==> config.mk <==
export PLATFORM = sky130hd
export DESIGN_NAME = lab2_rr_arbiter_32
export DESIGN_NICKNAME = d
export VERILOG_FILES = /design/src/rtl/lab2_rr_arbiter_32.sv
export SDC_FILE = /design/constraint.sdc
export NUM_CORES = 1
export LEC_CHECK = 0
export ABC_CLOCK_PERIOD_IN_PS = 4700
export CAP_MARGIN = 20
export CORE_AREA = 2 2 105 107
export CTS_BUF_LIST = sky130_fd_sc_hd__clkbuf_4 sky130_fd_sc_hd__clkbuf_8
export DETAILED_ROUTE_END_ITERATION = 16
export DIE_AREA = 0 0 107 109
export GPL_TIMING_DRIVEN = 0
export HOLD_SLACK_MARGIN = 0.05
export MAX_ROUTING_LAYER = met4
export PLACE_DENSITY = 0.71
export SYNTH_ARGS = -nofsm -noshare
export SYNTH_HDL_FRONTEND = slang
export SYNTH_SLANG_ARGS = --single-unit
==> constraint.sdc <==
create_clock -name clk -period 4.7 [get_ports clk]
set_input_delay 0.47 -clock clk [delete_from_list [all_inputs] [get_ports clk]]
set_output_delay 0.47 -clock clk [all_outputs]
set_load 0.005 [all_outputs]
==> src/rtl/lab2_rr_arbiter_32.sv <==
// Round-robin arbiter over 32 requesters feeding the 5x32 decoder's A/enable inputs.
// Grants stay locked until acked; a watchdog revokes grants that are never acked.
module lab2_rr_arbiter_32 #(
    parameter int unsigned TIMEOUT = 16,
    parameter int unsigned CNT_W   = 8
) (
    input  logic        clk,
    input  logic        rst_n,
    input  logic [31:0] req,
    input  logic        ack,
    output logic [4:0]  A,
    output logic        enable,
    output logic        timeout_err
);

    localparam logic [0:0] IDLE  = 1'b0;
    localparam logic [0:0] GRANT = 1'b1;

    logic [0:0]       state;
    logic [4:0]       ptr;
    logic [CNT_W-1:0] cnt;
    logic [31:0]      rot;
    logic [4:0]       off;
    logic [4:0]       winner;

    // Rotate so that bit 0 is the search start, then take the lowest set bit.
    always_comb begin
        rot = 32'({req, req} >> ptr);
        off = '0;
        for (int unsigned i = 32; i > 0; i--) begin
            if (rot[i-1]) off = 5'(i - 1);
        end
        winner = ptr + off;
    end

    assign enable = (state == GRANT);

    always_ff @(posedge clk or negedge rst_n) begin
        if (!rst_n) begin
            state       <= IDLE;
            A           <= '0;
            ptr         <= '0;
            cnt         <= '0;
            timeout_err <= 1'b0;
        end else begin
            timeout_err <= 1'b0;
            case (state)
                IDLE: begin
                    if (req != '0) begin
                        A     <= winner;
                        cnt   <= '0;
                        state <= GRANT;
                    end
                end
                default: begin
                    if (ack) begin
                        ptr   <= A + 5'd1;
                        state <= IDLE;
                    end else if (cnt == CNT_W'(TIMEOUT - 1)) begin
                        ptr         <= A + 5'd1;
                        timeout_err <= 1'b1;
                        state       <= IDLE;
                    end else begin
                        cnt <= cnt + 1'b1;
                    end
                end
            endcase
        end
    end

endmodule

-- Word level (Yosys, flattened, before mapping)
Cells that the tools add are included.
- register bits after elaboration: 20
- input port bits: 35
- output and inout port bits: 7
- word-level logic and storage cells: 64
- add/subtract/negate cells: 3
- equality and inequality tests: 3
- shifts and indexed selects: 1
- muxes and demuxes: 45
- bitwise logic cells: 1
- reduce and logical (&&, ||, !) cells: 6
- operator list (operator ; number):
    $mux W5 ; 34
    $shr A64 B5 Y32 ; 1
    $mux W8 ; 4
    $reduce_bool A32 Y1 ; 1
    $add A8 B1 Y8 const B ; 1
    $eq A8 B4 Y1 const B ; 1
    $mux W1 ; 7
    $add A5 B1 Y5 const B ; 1
    $add A5 B5 Y5 ; 1
    $ne A2 B2 Y1 const B ; 2
    $reduce_and A2 Y1 ; 2
    $reduce_bool A2 Y1 ; 2
    $reduce_and A3 Y1 ; 1
    $not A1 Y1 ; 1

-- Logic depth before layout (Yosys ltp)
- depth after elaboration: 34
- mapped depth: 21
- gate-level depth less buffers: 17

-- Worst setup path before layout
Ideal clock, no wire load.
- path type: flip-flop to flip-flop
- start point: register ptr[1]
- end point: register A[4]
- library setup time: 0.131 ns
- arrival: 3.925 ns
- required time: 4.569 ns
- slack: 0.644 ns
- cell stages (with the launch flop): 20
- path through: dfrtp_1 -> buf_2 -> buf_4 -> buf_6 -> mux4_2 -> a22o_1 -> a211oi_1 -> a21oi_1 -> a211o_1 -> a221o_1 -> a41oi_1 -> ha_1 -> inv_1 -> fa_1 -> inv_1 -> a21o_1 -> a21oi_1 -> xnor2_1 -> xnor2_1 -> o21ai_1
- word-level cells in the longest chain between the ends: 34
- ends and longest elaborated chain (element ; line ; source):
    start, declared ; 20 ; logic [4:0] ptr;
    start signal, assigned ; 57 ; ptr <= A + 5'd1;
    start signal, assigned ; 60 ; ptr <= A + 5'd1;
    $shr A64 B5 Y32 ; 28 ; rot = 32'({req, req} >> ptr);
    $mux W5 (32 in a row) ; 31 ; if (rot[i-1]) off = 5'(i - 1);
    $add A5 B5 Y5 * ; 33 ; winner = ptr + off;
    end signal, assigned ; 50 ; A <= winner;
    end, declared ; 11 ; output logic [4:0] A,
Mark *: on every way between the ends. The rest lies on a longest branch, timed or not.
A chain may end at the register's enable or synchronous reset.

-- Worst setup path after layout
- start point: input port req[12]
- end point: register A[4]
- word-level cells in the longest chain between the ends: 34
- elaborated cells between the ends (all ways): 36
- those cells by class: 1 x add/sub; 1 x shift; 32 x mux; 2 x reduce/logical
- ends and longest elaborated chain (element ; line ; source):
    start, declared ; 9 ; input logic [31:0] req,
    $shr A64 B5 Y32 ; 28 ;
    $mux W5 (32 in a row) ; 31 ;
    $add A5 B5 Y5 ; 33 ;
Parallel ways exist; a longest one is shown, timed or not.

==> flow_summary.yaml <==
route:
  avgViaCountPerCell: 7.22
  routed-via-count: 4380
  drt_pre_antenna_iters: 7
  totalWireLength_um: 15000
  dr.first_iter.drc_count: 519
  drtAntennaViolNets: 0
  drc_errors: 0
  detail_route.wl_per_cell_um: 24.7
worst_setup_path:
  timing.critical_path.cells: "clkdlybuf4s50_1 -> mux4_2 -> mux2_2 -> mux4_2 -> o21ba_4 -> and2_1 -> o2111ai_1 -> a311o_1 -> a41oi_2 -> fa_1 -> inv_1 -> a21o_1 -> a21oi_1 -> xnor2_1 -> xnor2_1 -> o21ai_1"
  setup.worst_path.end_class: "register"
  crit_path_start_kind: "primary input"
  worst_ep_arrival_time_ns: 4.58
  worst_path_class_setup: "in -> reg"
  worst-path-max-fanout: 9
  cp.required_ns: 4.82
  crit_slowest_cell: "mux4_2"
  slowest_delay_ns: 0.59
floorplan:
  dieArea_mm2: 0.0117
  std_cell_rows: 38
  num_io_pins: 42
  die_width_um: 107
  placeableCoreArea_mm2: 0.0106
  dieHeight_um: 109
  floorplan.initialDensity_pct: 43.3
timing:
  fmax_mhz: 225
  final_hold_vio_count: 0
  slew_headroom_pct: 41.9
  timing.final.max_slew_violations: 0
  timing.clock.skew_ns: 0.00198
  final.hold.worst_slack_ns: 0.537
  fin_crit_sh_pct: 94.7
  worstMarginPinSlew_ns: 0.869
  setup_viol: 0
  fin_ws_ns: 0.247
  finalSetupTns_ns: 0
  period_minus_slack_ns: 4.45
placed_design:
  detailed_place_hpwl_um: 11300
  routabilityCongestion: 0.980
  place_ws_ns: -0.294
  port_buffers: 41
logic_synthesis:
  synth.yosys.warnings: 0
  yosysSeqAreaShare_pct: 10.9
  yosys.area.top_type: "mux4_2"
  synth_async_sr_flop_share_pct: 100
  cell_types_occupying_the_most_area_after_synthesis: "mux4_2 40%, dfrtp_1 11%, mux2i_1 7.8%, mux2_2 3.9%, nand2_1 3.3%"
  synth.cell_area_mm2: 0.00460
  synthesis.nets: 457
  dominantRegCellSynth: "dfrtp_1"
  synth-edff-count: 0
  yosysTopAreaCellShare_pct: 40.2
  synth_seq_cells: 20
  synth.distinct_cells: 65
  postSynthAreaPerCell_um2: 11.1
  synthesis.instances: 415
cells_and_area:
  most_common_cell_after_layout_fill_and_taps_aside: "mux4_2"
  layout-area-overhead-vs-synth_pct: 20.1
  sequential_cell_area_um2: 502
  multi_input_area_mm2: 0.00395
  most-common-layout-cells: "85 x mux4_2, 40 x nand2_1, 25 x dlymetal6s2s_1"
  final_nets: 511
  antennaDiodeCount: 0
  fillCellCount: 893
  final_layout_size_suffix_gt1_share_pct: 36.6
global_routing:
  globalRoute.totalOverflow: 0
  first_global_vias: 4125
  grt_use_total_pct: 26.3
  wire_length_of_the_first_global_routing_pass_um: 23100
  grt_max_degree: 21
  initial_antenna_violation_count: 0
power_and_ir_drop:
  pd_cells_mw_per_mm2: 839
  static-leakage-power_uw: 0.00220
  worst_ir_drop_vdd_mv: 0.349
min_path:
  worstHoldPathType: "reg -> reg"
flow_run:
  cap_violations: 0
run_status:
  run_status: "finished clean"
cts:
  clk_pin_slew_worst_setup_hold_paths_ns: 0.06
  hold_buffers: 0
  cts_tree: "done"
  cts_buffer_depth: 2
  clkLatencyLatePin_ns: 0.25
  cts_max_level: 1
  numClockSinks: 20
  root_buffer: "clkbuf_8"
  cts_inserted_buffers: 3
-- flip-flops by register name (all words and copies together) (netlist names) --
register     flops
timeout_err      1
A                5
ptr              5
enable           1
cnt              8
-- what timing repair did --
| action | CTS | global route |
|---|---|---|
| endpoints found under the setup margin | 1 | 1 |
| buffers inserted | 0 | 9 |
| pin swaps | 0 | 2 |
| endpoints found under the hold margin | 0 | 0 |
| resized for setup | 13 | 70 |
-- kinds of logic (layout without fill, tap and decap cells) --
| family | Yosys count | count (layout) | share of synthesized area, % |
|---|---|---|---|
| simple gates | 121 | 121 | 13.3 |
| buf+inv | 44 | 96 | 5.53 |
| xor+xnor | 13 | 13 | 2.48 |
| flops | 20 | 20 | 10.9 |
| mux | 139 | 139 | 54.7 |
| fa+ha+maj | 7 | 7 | 2.07 |
| compound gates | 71 | 71 | 11.0 |
-- critical path, delay by kind of cell --
family / cells / cell delay (ns)
muxes: 3 / 1.38
AOI/OAI and AO/OA: 7 / 1.37
buffers and inverters: 2 / 0.63
xor gates and xnor gates: 2 / 0.31
adders and majority gates: 1 / 0.26
and+or+nand+nor: 1 / 0.14
-- per-stage QoR --
step | instance area [µm²] | total power [µW] | cells | util [%]
global placement | 5180 | 4000 | 596 | 48.9
global route | 5520 | 4890 | 607 | 52.1
CTS | 5260 | 4260 | 598 | 49.6
detailed placement | 5180 | 4080 | 596 | 48.9
floorplan | 4600 | 3190 | 415 | -
finish | 5520 | 4630 | 607 | 52.1
-- power breakdown --
part           internal [µW]  total [µW]  leakage [µW]  switching [µW]
registers                229         286      0.000255            57.1
clock network           56.9         106     0.0000216            48.6
logic                   2040        4240       0.00193            2200
total                   2330        4630       0.00220            2300
-- worst paths after layout --
path | start | to | slack (ns) | depth (start not counted)
hold reg to reg | A[1] | A[1] | 0.54 | 2
max in group asynchronous | rst_n | ptr[2] | 3.40 | 1
setup / recovery | req[12] | A[4] | 0.25 | 16
hold / removal | A[1] | A[1] | 0.54 | 2
setup reg to reg | ptr[2] | A[4] | 0.27 | 19
min in group asynchronous | rst_n | cnt[6] | 0.71 | 1
-- synth_stat cells, types with 6 or more instances --
| master | number |
|---|---|
| nor4_1 | 9 |
| nand2_1 | 40 |
| xor2_1 | 9 |
| mux4_2 | 82 |
| ha_1 | 6 |
| nand2b_1 | 7 |
| o21ai_0 | 14 |
| nand3_1 | 6 |
| mux2_2 | 16 |
| nor2_1 | 24 |
| clkbuf_1 | 8 |
| nor2b_1 | 6 |
| buf_2 | 12 |
| dfrtp_1 | 20 |
| mux2i_1 | 36 |
| a21oi_1 | 15 |
| inv_1 | 8 |
-- cell type report --
type,instances,area share [%]
multi-input combinational,351,71.6
timing repair buffer,50,9.79
inverter,10,0.680
clock buffer,3,0.748
tap,140,3.17
buffer,33,4.96
sequential,20,9.09
-- metal layers --
metal  track usage (%)  vias up  share of wire [%]
met3              3.77       62                 12
met5                 -        -                  0
met1              35.0     2103                 36
li1                  -     1809                  -
met2              42.5      406                 49
met4              7.70        0                3.2
Power figures use the tool's default switching activity.
==> RTL edit: new RTL, config.mk and constraints unchanged <==
Set the parameter `CNT_W` to 6 (it was 8).
--- a/src/rtl/lab2_rr_arbiter_32.sv
+++ b/src/rtl/lab2_rr_arbiter_32.sv
@@ -3,5 +3,5 @@
 module lab2_rr_arbiter_32 #(
     parameter int unsigned TIMEOUT = 16,
-    parameter int unsigned CNT_W   = 8
+    parameter int unsigned CNT_W   = 6
 ) (
     input  logic        clk,
Function: same outputs for any inputs over 10 cycles, from zero or initial values and one cycle with rst_n low; that may be too few to reach the edited logic, so the function may still have changed.
==> RTL edit against the unedited design <==
Wire length grew 9.0%; synthesized area is essentially flat; maximum frequency shrank 6.1%; worst hold slack lost 0.0072 ns; sequential cell count shrank 2; critical endpoint unchanged; power grew 1.2%; the run now ends with setup timing left; cell area shrank 0.36%; cell count grew 3.5%; worst setup slack lost 0.29 ns.
==> RTL edit: results (changes against the unedited design) <==
* First-pass GRT wire length at 25200 µm (was 23100 µm)
* GRT Util Overall at 28.9% (was 26.3%)
* Post-CTS setup buffer count at 7 (was 0)
* Final GP Congestion at 1.05 (was 0.980)
* Clock power share at 2.7% (was 2.3%)
* Crit path max-delay family: compound AO/OA/AOI/OAI gates (was multiplexers)
* Final #Nets at 531 (was 511)
* Number of gates resized after cts at 59 (was 13)
* Slowest CP cell: mux4_2 (unchanged)
* Fill cells at 915 (was 893)
* Pin count of the biggest net entering global routing at 19 (was 21)
* Post-DR wirelength/cell at 26.1 µm (was 24.7 µm)
* Leak at 2.11 nW (was 2.20 nW)
* Iter 0 DRT Violations at 573 (was 519)
* Final Setup Violations at 1 (was 0)
* Most instantiated library cell after synthesis: mux4_2 (unchanged)
* Final Non-Filler Cells at 628 (was 607)
* PwrDens at 852 nW/µm² (was 839 nW/µm²)
* Gate Count Post-Synth at 424 (was 415)
* Layout cells sized above 1 at 31.6% (was 36.6%)
* Synth top cells by count: 71 x mux4_2, 43 x mux2i_1, 37 x nand2_1, 18 x dfrtp_1 (was 82 x mux4_2, 40 x nand2_1, 36 x mux2i_1, 24 x nor2_1, 20 x dfrtp_1)
* Synth area leaders: mux4_2 35%, dfrtp_1 9.8%, mux2i_1 9.4% (was mux4_2 40%, dfrtp_1 11%, mux2i_1 7.8%)
* Vias in the first global route at 4420 (was 4125)
* Drt pass-1 iters at 5 (was 7)
* CP Launch Point: ptr[3]$_DFFE_PN0P_ (was req[12])
* Dpl cells at 604 (was 596)
* Via count at 4775 (was 4380)
* Sequential share of power at 5.8% (was 6.2%)
* Cell Area, Placed at 5170 µm² (was 5180 µm²)
* Pint at 2.32 mW (was 2.33 mW)
* Setup ws final at -0.0411 ns (was 0.247 ns)
* Failing checks: setup timing
* DPL Wire Length at 12100 µm (was 11300 µm)
* Top Registers: cnt: 6 flops, A: 5 flops, ptr: 5 flops (was cnt: 8 flops, A: 5 flops, ptr: 5 flops)
* Sequential area share after synthesis at 9.81% (was 10.9%)
* Total negative slack at -0.0411 ns (was 0 ns)
* Status: complete, but fails checks (was finished clean)
* Synthesized Nets at 466 (was 457)
* Worst-margin pin slew at 0.812 ns (was 0.869 ns)
* PortBufs at 40 (was 41)
* Critical path arrival at 4.87 ns (was 4.58 ns)
* VDD IR max at 0.000432 V (was 0.000349 V)
* Post-route clock skew at 0.00399 ns (was 0.00198 ns)
* Critical Path Fanout Max at 6 (was 9)
* Worst r2r path cells at 18 (was 19)
* Pre-CTS WS at -0.787 ns (was -0.294 ns)
==> RTL edit: kinds of logic (layout without fill, tap and decap cells) <==
| family | count (synthesis) | after routing | synth area share (%) |
|---|---|---|---|
| AO/OA/AOI/OAI | 90 | 90 | 15.0 |
| AND/OR/NAND/NOR | 111 | 111 | 12.8 |
| buffers and inverters | 50 | 114 | 5.34 |
| flip-flops | 18 | 18 | 9.81 |
| multiplexers | 139 | 139 | 53.3 |
| adder cells (fa/ha/maj) | 7 | 7 | 2.07 |
| XOR/XNOR | 9 | 9 | 1.72 |
==> RTL edit: how the worst min path moves through the flow <==
stage / start / end / slack (ns) / cells past startpoint
3_3_place_gp: cnt[1]$_DFFE_PN0P_ / cnt[1]$_DFFE_PN0P_ / 0.52 / 2
4_1_cts: A[0]$_DFFE_PN0P_ / ptr[0]$_DFFE_PN0P_ / 0.54 / 1
3_5_place_dp: A[0]$_DFFE_PN0P_ / ptr[0]$_DFFE_PN0P_ / 0.52 / 1
6_report: A[0]$_DFFE_PN0P_ / ptr[0]$_DFFE_PN0P_ / 0.53 / 1
5_1_grt: cnt[0]$_DFFE_PN0P_ / cnt[0]$_DFFE_PN0P_ / 0.56 / 1
2_1_floorplan: rst_n / A[0]$_DFFE_PN0P_ / 0.17 / 0
==> RTL edit: cell type report <==
cell class                 instances  area, µm²  area share (%)
tap                              140        175            3.18
timing repair buffer              60        544            9.90
sequential                        18        450            8.19
multi-input combinational        356       3920            71.2
inverter                          13       48.8           0.887
clock buffer                       4       55.1            1.00
buffer                            37        309            5.62
==> RTL edit: metal layers <==
layer / wire length [µm] / share of wire, % / GRT usage [%]
met1: 5770 / 35 / 36.4
met2: 7400 / 45 / 45.6
met3: 2220 / 14 / 6.75
met4: 976 / 6.0 / 11.5
met5: 0 / 0 / -
